### src/rtl/instr_encoder.sv
// instr_encoder: packs decoded fields into 16-bit words
// and streams them into instruction memory.
module instr_encoder #(
  parameter int ADDR_W = 8
) (
  input  logic              clk,
  input  logic              rst,
  input  logic              start,
  input  logic              in_valid,
  output logic              in_ready,
  input  logic [3:0]        in_op,
  input  logic [3:0]        in_rs,
  input  logic [3:0]        in_rt,
  input  logic [3:0]        in_rd,
  input  logic [11:0]       in_imm,
  input  logic              in_last,
  output logic              imem_we,
  output logic [ADDR_W-1:0] imem_addr,
  output logic [15:0]       imem_wdata,
  output logic [ADDR_W:0]   count,
  output logic              done,
  output logic              full,
  output logic              err_illegal,
  output logic              err_range
);

  typedef enum logic [1:0] {
    S_IDLE = 2'd0,
    S_LOAD = 2'd1,
    S_DONE = 2'd2
  } state_t;

  localparam logic [3:0] OP_OR   = 4'd3;
  localparam logic [3:0] OP_ADDI = 4'd4;
  localparam logic [3:0] OP_BEQ  = 4'd5;
  localparam logic [3:0] OP_J    = 4'd6;
  localparam logic [3:0] OP_LW   = 4'd7;
  localparam logic [3:0] OP_SW   = 4'd8;

  state_t r_state;
  state_t w_state_nxt;

  logic              r_we;
  logic [ADDR_W-1:0] r_addr;
  logic [15:0]       r_wdata;
  logic [ADDR_W:0]   r_count;
  logic              r_done;
  logic              r_full;
  logic              r_err_ill;
  logic              r_err_rng;

  logic        w_ready;
  logic        w_acc;
  logic        w_is_r;
  logic        w_is_i;
  logic        w_is_j;
  logic        w_legal;
  logic        w_imm_bad;
  logic        w_last_slot;
  logic        w_wr;
  logic        w_fin;
  logic        w_start;
  logic [15:0] w_word;

  // The write pointer and the word count always move
  // together, so one register serves as both; its top
  // bit set means every slot has been written.
  assign w_ready     = (r_state == S_LOAD) && !r_count[ADDR_W];
  assign w_acc       = in_valid && w_ready;
  assign w_last_slot = (r_count[ADDR_W-1:0] == '1);
  assign w_wr        = w_acc && w_legal;
  assign w_start     = start && (r_state != S_LOAD);
  assign w_fin       = w_acc && (in_last || (w_legal && w_last_slot));

  // Opcode class decode and immediate range check
  always_comb begin
    w_is_r    = 1'b0;
    w_is_i    = 1'b0;
    w_is_j    = 1'b0;
    w_imm_bad = 1'b0;
    if (in_op <= OP_OR) begin
      w_is_r = 1'b1;
    end
    if (in_op == OP_ADDI || in_op == OP_BEQ ||
        in_op == OP_LW   || in_op == OP_SW) begin
      w_is_i = 1'b1;
    end
    if (in_op == OP_J) begin
      w_is_j = 1'b1;
    end
    if (in_imm[11:4] != {8{in_imm[3]}}) begin
      w_imm_bad = 1'b1;
    end
  end

  assign w_legal = w_is_r || w_is_i || w_is_j;

  // Field packing per instruction format
  always_comb begin
    w_word = 16'h0000;
    unique case (1'b1)
      w_is_r:  w_word = {in_op, in_rs, in_rt, in_rd};
      w_is_i:  w_word = {in_op, in_rs, in_rt, in_imm[3:0]};
      w_is_j:  w_word = {in_op, in_imm};
      default: w_word = 16'h0000;
    endcase
  end

  // Session state register
  always_ff @(posedge clk) begin
    if (rst) begin
      r_state <= S_IDLE;
    end else begin
      r_state <= w_state_nxt;
    end
  end

  // Session next-state: start opens a session, the last
  // beat or the final free slot closes it
  always_comb begin
    w_state_nxt = r_state;
    unique case (r_state)
      S_IDLE: begin
        if (start) w_state_nxt = S_LOAD;
      end
      S_LOAD: begin
        if (w_fin) w_state_nxt = S_DONE;
      end
      S_DONE: begin
        if (start) w_state_nxt = S_LOAD;
      end
      default: w_state_nxt = S_IDLE;
    endcase
  end

  // Write port, counter and sticky status registers
  always_ff @(posedge clk) begin
    if (rst) begin
      r_we      <= 1'b0;
      r_addr    <= '0;
      r_wdata   <= 16'h0000;
      r_count   <= '0;
      r_done    <= 1'b0;
      r_full    <= 1'b0;
      r_err_ill <= 1'b0;
      r_err_rng <= 1'b0;
    end else begin
      r_we <= w_wr;
      if (w_start) begin
        r_count   <= '0;
        r_done    <= 1'b0;
        r_full    <= 1'b0;
        r_err_ill <= 1'b0;
        r_err_rng <= 1'b0;
      end else begin
        if (w_wr) begin
          r_addr  <= r_count[ADDR_W-1:0];
          r_wdata <= w_word;
          r_count <= r_count + (ADDR_W+1)'(1);
        end
        if (w_acc && !w_legal) begin
          r_err_ill <= 1'b1;
        end
        if (w_wr && w_is_i && w_imm_bad) begin
          r_err_rng <= 1'b1;
        end
        if (w_fin) begin
          r_done <= 1'b1;
          r_full <= w_legal && w_last_slot && !in_last;
        end
      end
    end
  end

  assign in_ready    = w_ready;
  assign imem_we     = r_we;
  assign imem_addr   = r_addr;
  assign imem_wdata  = r_wdata;
  assign count       = r_count;
  assign done        = r_done;
  assign full        = r_full;
  assign err_illegal = r_err_ill;
  assign err_range   = r_err_rng;

endmodule

### config.mk
export PLATFORM = sky130hd
export DESIGN_NAME = instr_encoder
export DESIGN_NICKNAME = d
export VERILOG_FILES = /design/src/rtl/instr_encoder.sv
export SDC_FILE = /design/constraint.sdc
export NUM_CORES = 1
export LEC_CHECK = 0
export CAP_MARGIN = 20
export CORE_MARGIN = 2
export CORE_UTILIZATION = 40
export CTS_BUF_LIST = sky130_fd_sc_hd__clkbuf_2
export CTS_CLUSTER_SIZE = 30
export DETAILED_ROUTE_END_ITERATION = 12
export PLACE_DENSITY = 0.77
export SYNTH_ARGS = -nofsm -noshare
export SYNTH_HDL_FRONTEND = slang
export SYNTH_SLANG_ARGS = --single-unit
### constraint.sdc
create_clock -name clk -period 1.5 [get_ports clk]
set_input_delay 0.45 -clock clk [delete_from_list [all_inputs] [get_ports clk]]
set_output_delay 0.45 -clock clk [all_outputs]
set_load 0.01 [all_outputs]
* Word level (Yosys, flattened, before mapping)
Cells that the tools add are included.
** Word-level totals
- Register bits :: 40
- Bits of input ports :: 33
- Output and inout port bits :: 39
** Operators by class
- Add/sub/neg operators :: 1
- $lt $le $gt $ge :: 1
- Equality and inequality tests :: 12
- Mux-type cells :: 8
- Bitwise operators :: 1
- Reductions and logical operators :: 24
** Operators by type and width (number)
- 16-bit one-hot mux with 3 select lines :: 1
- 4-bit by 3-bit equality test with 1-bit output, second input constant :: 4
- 1-bit logical AND :: 10
- 9-bit by 1-bit adder with 9-bit output, second input constant :: 1
- 8-bit equality test, second input constant :: 1
- 8-bit inequality test :: 1
- 1-bit logical OR :: 6
- 4-bit equality test, second input constant :: 1
- 4-bit by 2-bit less-or-equal comparator with 1-bit output, second input constant :: 1
- 1-bit 2-to-1 mux :: 4
- 2-bit 2-to-1 mux :: 2
- 2-bit by 1-bit inequality test with 1-bit output, second input constant :: 2
- 2-bit one-hot mux with 2 select lines :: 1
- 2-bit AND reduction :: 2
- 2-bit OR reduction :: 2
- 1-bit logical NOT :: 3
- 2-bit by 1-bit equality test with 1-bit output, second input constant :: 1
- 2-bit equality test, second input constant :: 1
- 2-bit logical NOT :: 1
- 2-bit inequality test, second input constant :: 1
- 1-bit NOT :: 1

* Depth between registers and ports, before layout
Gate-level depths: netlist of the first run.
- Depth after elaboration :: 12
- Mapped depth :: 7
- Mapped depth without buffers :: 5

* Worst setup path before layout of the first run
Ideal clock, no wire load.
- Kind :: input to register
- From :: in in_op[2]
- To :: reg r_count[4], in the netlist count[4]
- Library setup time :: 0.128 ns
- Arrival :: 1.458 ns
- Slack :: -0.085 ns
- Stages :: 6
- Buffers on the path :: 2
- Path through :: buf_6 o31a_1 buf_6 nor4b_4 xnor2_1 nor2_1
** On the way
- Cells in the longest elaborated chain, start to end :: 8
- Elaborated cells on any way between the ends :: 15
- Classes of those cells :: order compare: 1; eq/ne: 5; mux: 3; reduce/logical: 6
** RTL lines
- start, declared :: line 11 : input logic [3:0] in_op,
- 4-bit by 3-bit equality test with 1-bit output :: line 84 : if (in_op == OP_ADDI || in_op == OP_BEQ ||
- 1-bit logical OR (2 in series) :: line 84
- 1-bit logical OR :: line 85 : in_op == OP_LW || in_op == OP_SW) begin
- 1-bit 2-to-1 mux :: line 84
- 1-bit logical OR :: line 96 : assign w_legal = w_is_r || w_is_i || w_is_j;
- 1-bit logical OR (*) :: line 96
- 1-bit logical AND (*) :: line 71 : assign w_wr = w_acc && w_legal;
- end signal, assigned :: line 159 : r_count <= r_count + (ADDR_W+1)'(1);
- end, declared :: line 46 : logic [ADDR_W:0] r_count;
Every way passes the cells marked *; elsewhere a longest branch is shown, timed or not.
A chain may end at the register's enable or synchronous reset.

* Worst setup path after layout of the first run
- From :: reg r_state[1]
- To :: out in_ready
** On the way
- Cells in the longest elaborated chain, start to end :: 2
** RTL lines
- start, declared :: line 40 : state_t r_state;
- start signal, assigned :: line 114 : r_state <= w_state_nxt;
- 2-bit by 1-bit equality test with 1-bit output :: line 68 : assign w_ready = (r_state == S_LOAD) && !r_count[ADDR_W];
- 1-bit logical AND :: line 68
- end, declared :: line 10 : output logic in_ready,
Every way passes these cells.

==> flow_summary.json, run 1 <==
{
  "outcome": "finished with violations",
  "failed_checks": "negative setup slack",
  "worstMarginPinSlew_ns": 0.333,
  "setup_viol": 3,
  "htree_levels": 2,
  "place_area_sq_um": 2900,
  "grt_pass1_vias": 2018,
  "holdBufCountCts": 0,
  "drc_errors": 0,
  "clockPowerShare_pct": 22.1,
  "p_int_w": 0.00152,
  "cts_buffers": 5,
  "fp.dieH_um": 71.5,
  "grt_overflow": 0,
  "crit_fanout": 2,
  "netlist_top_cells_area": "dfxtp_1, nand2_1, nor2_1, a21oi_1, a221oi_1",
  "syn_nets": 239,
  "synth_cell_types": 40,
  "area_delta_synth_final_pct": 83.1,
  "clk_latency_ns": 0.40,
  "r2r_end": "count[7]",
  "power_frac_comb_pct": 26.2,
  "start_kind": "register",
  "hold_viol": 0,
  "fp-row-count": 24,
  "stdcell_area_sq_um": 3340,
  "netlist_area_sq_um": 1820,
  "ys_ff_latch": 40,
  "start_util_pct": 41.6,
  "final.setup.tns_ns": -0.130,
  "power.density_nw_per_um2": 648,
  "clock_skew_ns": 0.0182,
  "antenna_found_initial": 0,
  "preCtsSetupSlack_ns": -0.670,
  "hold_path_end": "imem_wdata[12]",
  "worstHoldPathCells": 2,
  "ir_drop_mv": 0.328,
  "seqPwrFrac_pct": 51.7,
  "cts_tree": "built",
  "cp.arrival_ns": 1.12,
  "yosysTopAreaCell": "dfxtp_1",
  "diodes": 0,
  "fin_ws_ns": -0.0746,
  "fmax_mhz": 635,
  "top_layer": "met4",
  "drive_above_1_share_pct": 52.5,
  "crit_required_ns": 1.05,
  "die_w_um": 71.5,
  "viasPerCell": 5.46,
  "syn_inst": 205,
  "clock-root-buffer": "clkbuf_2",
  "fin_crit_ns": 1.57,
  "grtUsageTotal_pct": 23.6,
  "report.final.slew_viol_count": 0,
  "fp.coreArea_sq_um": 4380,
  "reg2reg_slack_ns": -0.05,
  "r2r_cells": 7,
  "wl_per_cell_um": 15.8,
  "cts.clk_slew.worst_paths_ns": 0.20,
  "worstReg2RegStart": "count[8]",
  "postSynthAreaPerCell_sq_um": 8.89,
  "place.gp.congestion": 0.892,
  "critPathKind": "reg -> out",
  "postRouteAntennaNets": 0,
  "switchingPower_w": 0.000640,
  "power_switching_share_pct": 29.6,
  "wl_met1_mm": 2.55,
  "ys_seq_area_share_pct": 44.0,
  "synth_top_area_share_pct": 44.0,
  "holdCritPathClass": "reg -> reg",
  "grt_pass1_wl_mm": 9.47,
  "num_io_pins": 72,
  "grt_max_degree": 12,
  "portBuffers": 71,
  "slew_headroom_pct": 77.7,
  "die-area_sq_um": 5110,
  "yosys_warnings": 0,
  "grt_setup_unrepaired": "yes",
  "drt_iter0_markers": 111,
  "hold_start": "imem_wdata[12]",
  "timing.hold.ws_ns": 0.462,
  "p_leak_nw": 1.37,
  "wl_mm": 6.13,
  "cap_violations": 0,
  "vias": 2125,
  "cts.path.max_buffers": 2,
  "p_total_w": 0.00216,
  "hpwl_mm": 3.93,
  "cts_sinks": 40,
  "fin_nets": 370,
  "dr.pass1.iters": 4,
  "crit_path_end_kind": "primary output",
  "wl_met2_mm": 3.07,
  "period_share_pct": 105,
  "met3_length_um": 369
}
-- repair_timing --
action | in CTS | in global routing
endpoints found under the setup margin | 78 | 61
pin swaps | 8 | 19
cloned | 2 | 1
setup buffers | 9 | 9
resized for setup | 108 | 94
-- worst max-delay path, stage by stage, from the launching register on --
cell	delay, ns
dfxtp_2	0.36
nand2b_4	0.13
nor2_1	0.10
buf_2	0.13
-- cell usage in the layout (no fill, tap or decap), types with 3 or more instances in the layout --
cell type        instances
dfxtp_2                 36
nand3_1                  6
a21oi_1                 15
nor3_1                   6
a211oi_2                 4
clkbuf_2                27
dlygate4sd2_1            4
xnor2_1                  6
nor4_4                   4
nor3_2                   6
clkdlybuf4s50_1         25
nand2_1                 21
a2bb2oi_1                4
a31oi_1                  4
a221oi_2                 8
dlymetal6s2s_1           3
clkdlybuf4s15_1         18
o21a_1                   6
nand2_2                  4
buf_4                   53
nor2b_1                  5
buf_6                    9
nor2_1                  22
-- Yosys cell counts, drive strengths merged --
cell type	count
dfxtp	40
nand2	26
nor2	25
a21oi	17
nor3	13
a221oi	8
buf	7
xnor2	7
clkbuf	6
nand3	6
o21a	6
a211oi	5
nor2b	5
nor4	5
a2bb2oi	4
a31oi	4
nand2b	2
nand4	2
nor3b	2
o21ai	2
a21o	1
a22oi	1
ha	1
inv	1
nand4bb	1
nor4b	1
nor4bb	1
o2bb2ai	1
o31a	1
o31ai	1
or3	1
or3b	1
or4	1
-- sequential cells by signal (all words and copies together) (netlist names) --
| signal | cells |
|---|---|
| imem_wdata | 16 |
| count | 9 |
| imem_addr | 8 |
| r_state | 2 |
| done | 1 |
| err_illegal | 1 |
| err_range | 1 |
| full | 1 |
| imem_we | 1 |
-- final cells by class --
class                      instances  area (sq um)
clock inverter                     1          3.75
multi-input combinational        152          1200
fill                             302          1050
tap                               52          65.1
timing repair buffer             136          1170
clock buffer                       7          35.0
inverter                           1          3.75
sequential                        40           853
-- worst max path at each step --
stage,endpoint,start,slack [ns]
3_3_place_gp,count[7],in_op[3],-0.59
4_1_cts,in_ready,r_state[1],-0.06
6_report,in_ready,r_state[1],-0.07
3_5_place_dp,imem_wdata[5],in_op[0],-0.67
5_1_grt,in_ready,r_state[1],-0.13
2_1_floorplan,err_range,in_imm[10],-0.02
-- cells by family (layout without fill, tap and decap cells) --
family | Yosys count | after routing | synth area share, %
buffers and inverters | 14 | 145 | 4.46
xor gates and xnor gates | 7 | 7 | 3.37
AOI/OAI and AO/OA | 51 | 52 | 19.3
DFF | 40 | 40 | 44.0
adders and majority gates | 1 | 1 | 0.687
and+or+nand+nor | 92 | 92 | 28.2
-- per-layer routing --
layer	global-route usage (%)	vias to the layer above
li1	-	1010
met1	28.3	1009
met3	5.49	15
met4	8.18	0
met2	41.4	91
met5	0	-
-- power groups by stage --
stage,clock [W],sequential (W),combinational (W)
floorplan,0,0.00115,0.000178
global placement,0,0.00114,0.000453
detailed placement,0,0.00114,0.000462
CTS,0.000472,0.00111,0.000500
global route,0.000527,0.00112,0.000602
finish,0.000478,0.00112,0.000566
-- per-stage QoR --
step	instances	utilization, %
2_1_floorplan	205	-
3_3_place_gp	360	66.2
3_5_place_dp	360	66.2
4_1_cts	379	72.1
5_1_grt	389	76.1
6_report	389	76.1
Note: power is estimated with default switching activity, not from simulation.
==> run 2: changes to the inputs <==
--- a/config.mk
+++ b/config.mk
@@ -8,2 +8,3 @@
 export CAP_MARGIN = 20
+export CORE_ASPECT_RATIO = 1.4
 export CORE_MARGIN = 2
==> constraint.sdc (replaced) <==
create_clock -name clk -period 1.5 [get_ports clk]
set_input_delay 0.3 -clock clk [delete_from_list [all_inputs] [get_ports clk]]
set_output_delay 0.3 -clock clk [all_outputs]
set_load 0.01 [all_outputs]
==> flow_summary.json, run 2 (synthesis gave the netlist of run 1 again) <==
{
  "critPathKind": "reg -> reg",
  "fin_nets": 353,
  "die_w_um": 61.0,
  "num_io_pins": 72,
  "setup_viol": 12,
  "worstHoldPathCells": 3,
  "wl_mm": 5.51,
  "clock-root-buffer": "clkbuf_2",
  "grt_max_degree": 27,
  "n_fill_cell": 360,
  "hold_start": "in_op[0]",
  "use_met2_pct": 40.0,
  "grt_pass1_wl_mm": 8.52,
  "diodes": 0,
  "r2r_cells": 7,
  "fin_crit_ns": 1.56,
  "fp.coreArea_sq_um": 4460,
  "crit_required_ns": 1.85,
  "r2r_end": "count[8]",
  "use_met3_pct": 5.12,
  "cap_violations": 0,
  "stdcell_count": 382,
  "outcome": "finished with violations",
  "slew_headroom_pct": 76.7,
  "p_leak_nw": 1.39,
  "cts_sinks": 40,
  "period_share_pct": 104,
  "clk_latency_ns": 0.40,
  "report.final.slew_viol_count": 0,
  "dr.pass1.iters": 4,
  "portBuffers": 71,
  "start_util_pct": 40.8,
  "drc_errors": 0,
  "start_kind": "register",
  "grtUsageTotal_pct": 21.7,
  "fmax_mhz": 641,
  "vias": 1984,
  "cts.clk_slew.worst_paths_ns": 0.20,
  "viasPerCell": 5.19,
  "power.density_nw_per_um2": 704,
  "grt_setup_unrepaired": "yes",
  "final.setup.tns_ns": -0.252,
  "crit_fanout": 4,
  "grt_pass1_vias": 1934,
  "htree_levels": 2,
  "ir_drop_mv": 0.531,
  "drive_above_1_share_pct": 38.4,
  "worstMarginPinSlew_ns": 0.348,
  "largest_register_ffs": 16,
  "wl_per_cell_um": 14.4,
  "placed_cells": 361,
  "final_common_cell": "buf_4",
  "hpwl_mm": 3.71,
  "failed_checks": "negative setup slack",
  "place.gp.congestion": 0.826,
  "postRouteAntennaNets": 0,
  "fp-row-count": 29,
  "hold_viol": 0,
  "final_util_pct": 71.6,
  "fp.dieH_um": 83.9,
  "grt.met1_usage_pct": 22.9,
  "area_delta_synth_final_pct": 75.4,
  "cts_tree": "built",
  "fin_ws_ns": -0.0596,
  "cts_buffers": 5,
  "hold_path_end": "imem_wdata[12]",
  "crit_path_end_kind": "register",
  "cts.path.max_buffers": 2,
  "worstReg2RegStart": "count[8]",
  "reg2reg_slack_ns": -0.06,
  "layout_common_cells": "buf_4, dlygate4sd2_1, dfxtp_2, clkdlybuf4s50_1",
  "grt_overflow": 0,
  "p_total_w": 0.00225,
  "die-area_sq_um": 5120,
  "holdCritPathClass": "in -> reg",
  "drt_iter0_markers": 39,
  "top_usage_layer": "met2",
  "clock_skew_ns": 0.00881,
  "antenna_found_initial": 0,
  "cp.arrival_ns": 1.91
}
## run 2: critical path, stage by stage, from the launching register on
cell and delay (ns):
dfxtp_2 0.37, buf_6 0.11, nor4bb_2 0.29, buf_4 0.18
o21ai_4 0.09, nor3_1 0.24, buf_4 0.15, o21a_1 0.10
## run 2: through the flow
step	cell area [sq um]	setup WS [ns]	hold WS [ns]
after detailed placement	2840	-0.565	0.446
final	3200	-0.0596	0.265
after CTS	3050	-0.0391	0.465
after floorplan	1820	0.0533	0.453
after global placement	2840	-0.509	0.442
after global routing	3200	-0.159	0.273
## run 2: how the worst max path moves through the flow
| stage | start | endpoint | slack, ns | cells after the start |
|---|---|---|---|---|
| after CTS | count[8] | imem_wdata[6] | -0.04 | 7 |
| after global routing | count[8] | count[8] | -0.16 | 7 |
| after detailed placement | in_op[0] | imem_wdata[4] | -0.56 | 6 |
| after floorplan | count[8] | imem_wdata[10] | 0.05 | 6 |
| after global placement | in_op[0] | imem_wdata[9] | -0.51 | 6 |
| final | count[8] | count[8] | -0.06 | 7 |
## run 2: final cells by class
type / count / area, sq um / share of cell area, %
Inverter: 1 / 3.75 / 0.117
Clock buffer: 5 / 25.0 / 0.783
Tap cell: 62 / 77.6 / 2.43
Sequential cell: 40 / 855 / 26.7
Timing Repair Buffer: 120 / 1110 / 34.7
Clock inverter: 3 / 42.5 / 1.33
Multi-Input combinational cell: 151 / 1080 / 33.9
## run 2: timing repair
action / CTS / global route
gates cloned: 0 / 1
pin swaps: 2 / 19
endpoints found under the setup margin: 47 / 28
hold buffers: 0 / 0
gates resized for setup: 89 / 26
setup buffers: 12 / 0
## run 2: report_power, final
part	internal [W]	total [W]	switching, W
clock	0.000278	0.000650	0.000372
combinational	0.000259	0.000486	0.000227
sequential	0.00109	0.00111	0.0000203
total	0.00163	0.00225	0.000619
## run 2: per-layer routing
layer / share of wire [%] / wire length (um) / vias up
met5: 0 / 0 / -
met4: 2.9 / 159 / 0
met3: 4.7 / 259 / 14
met2: 56 / 3080 / 64
met1: 37 / 2020 / 937
li1: - / - / 969
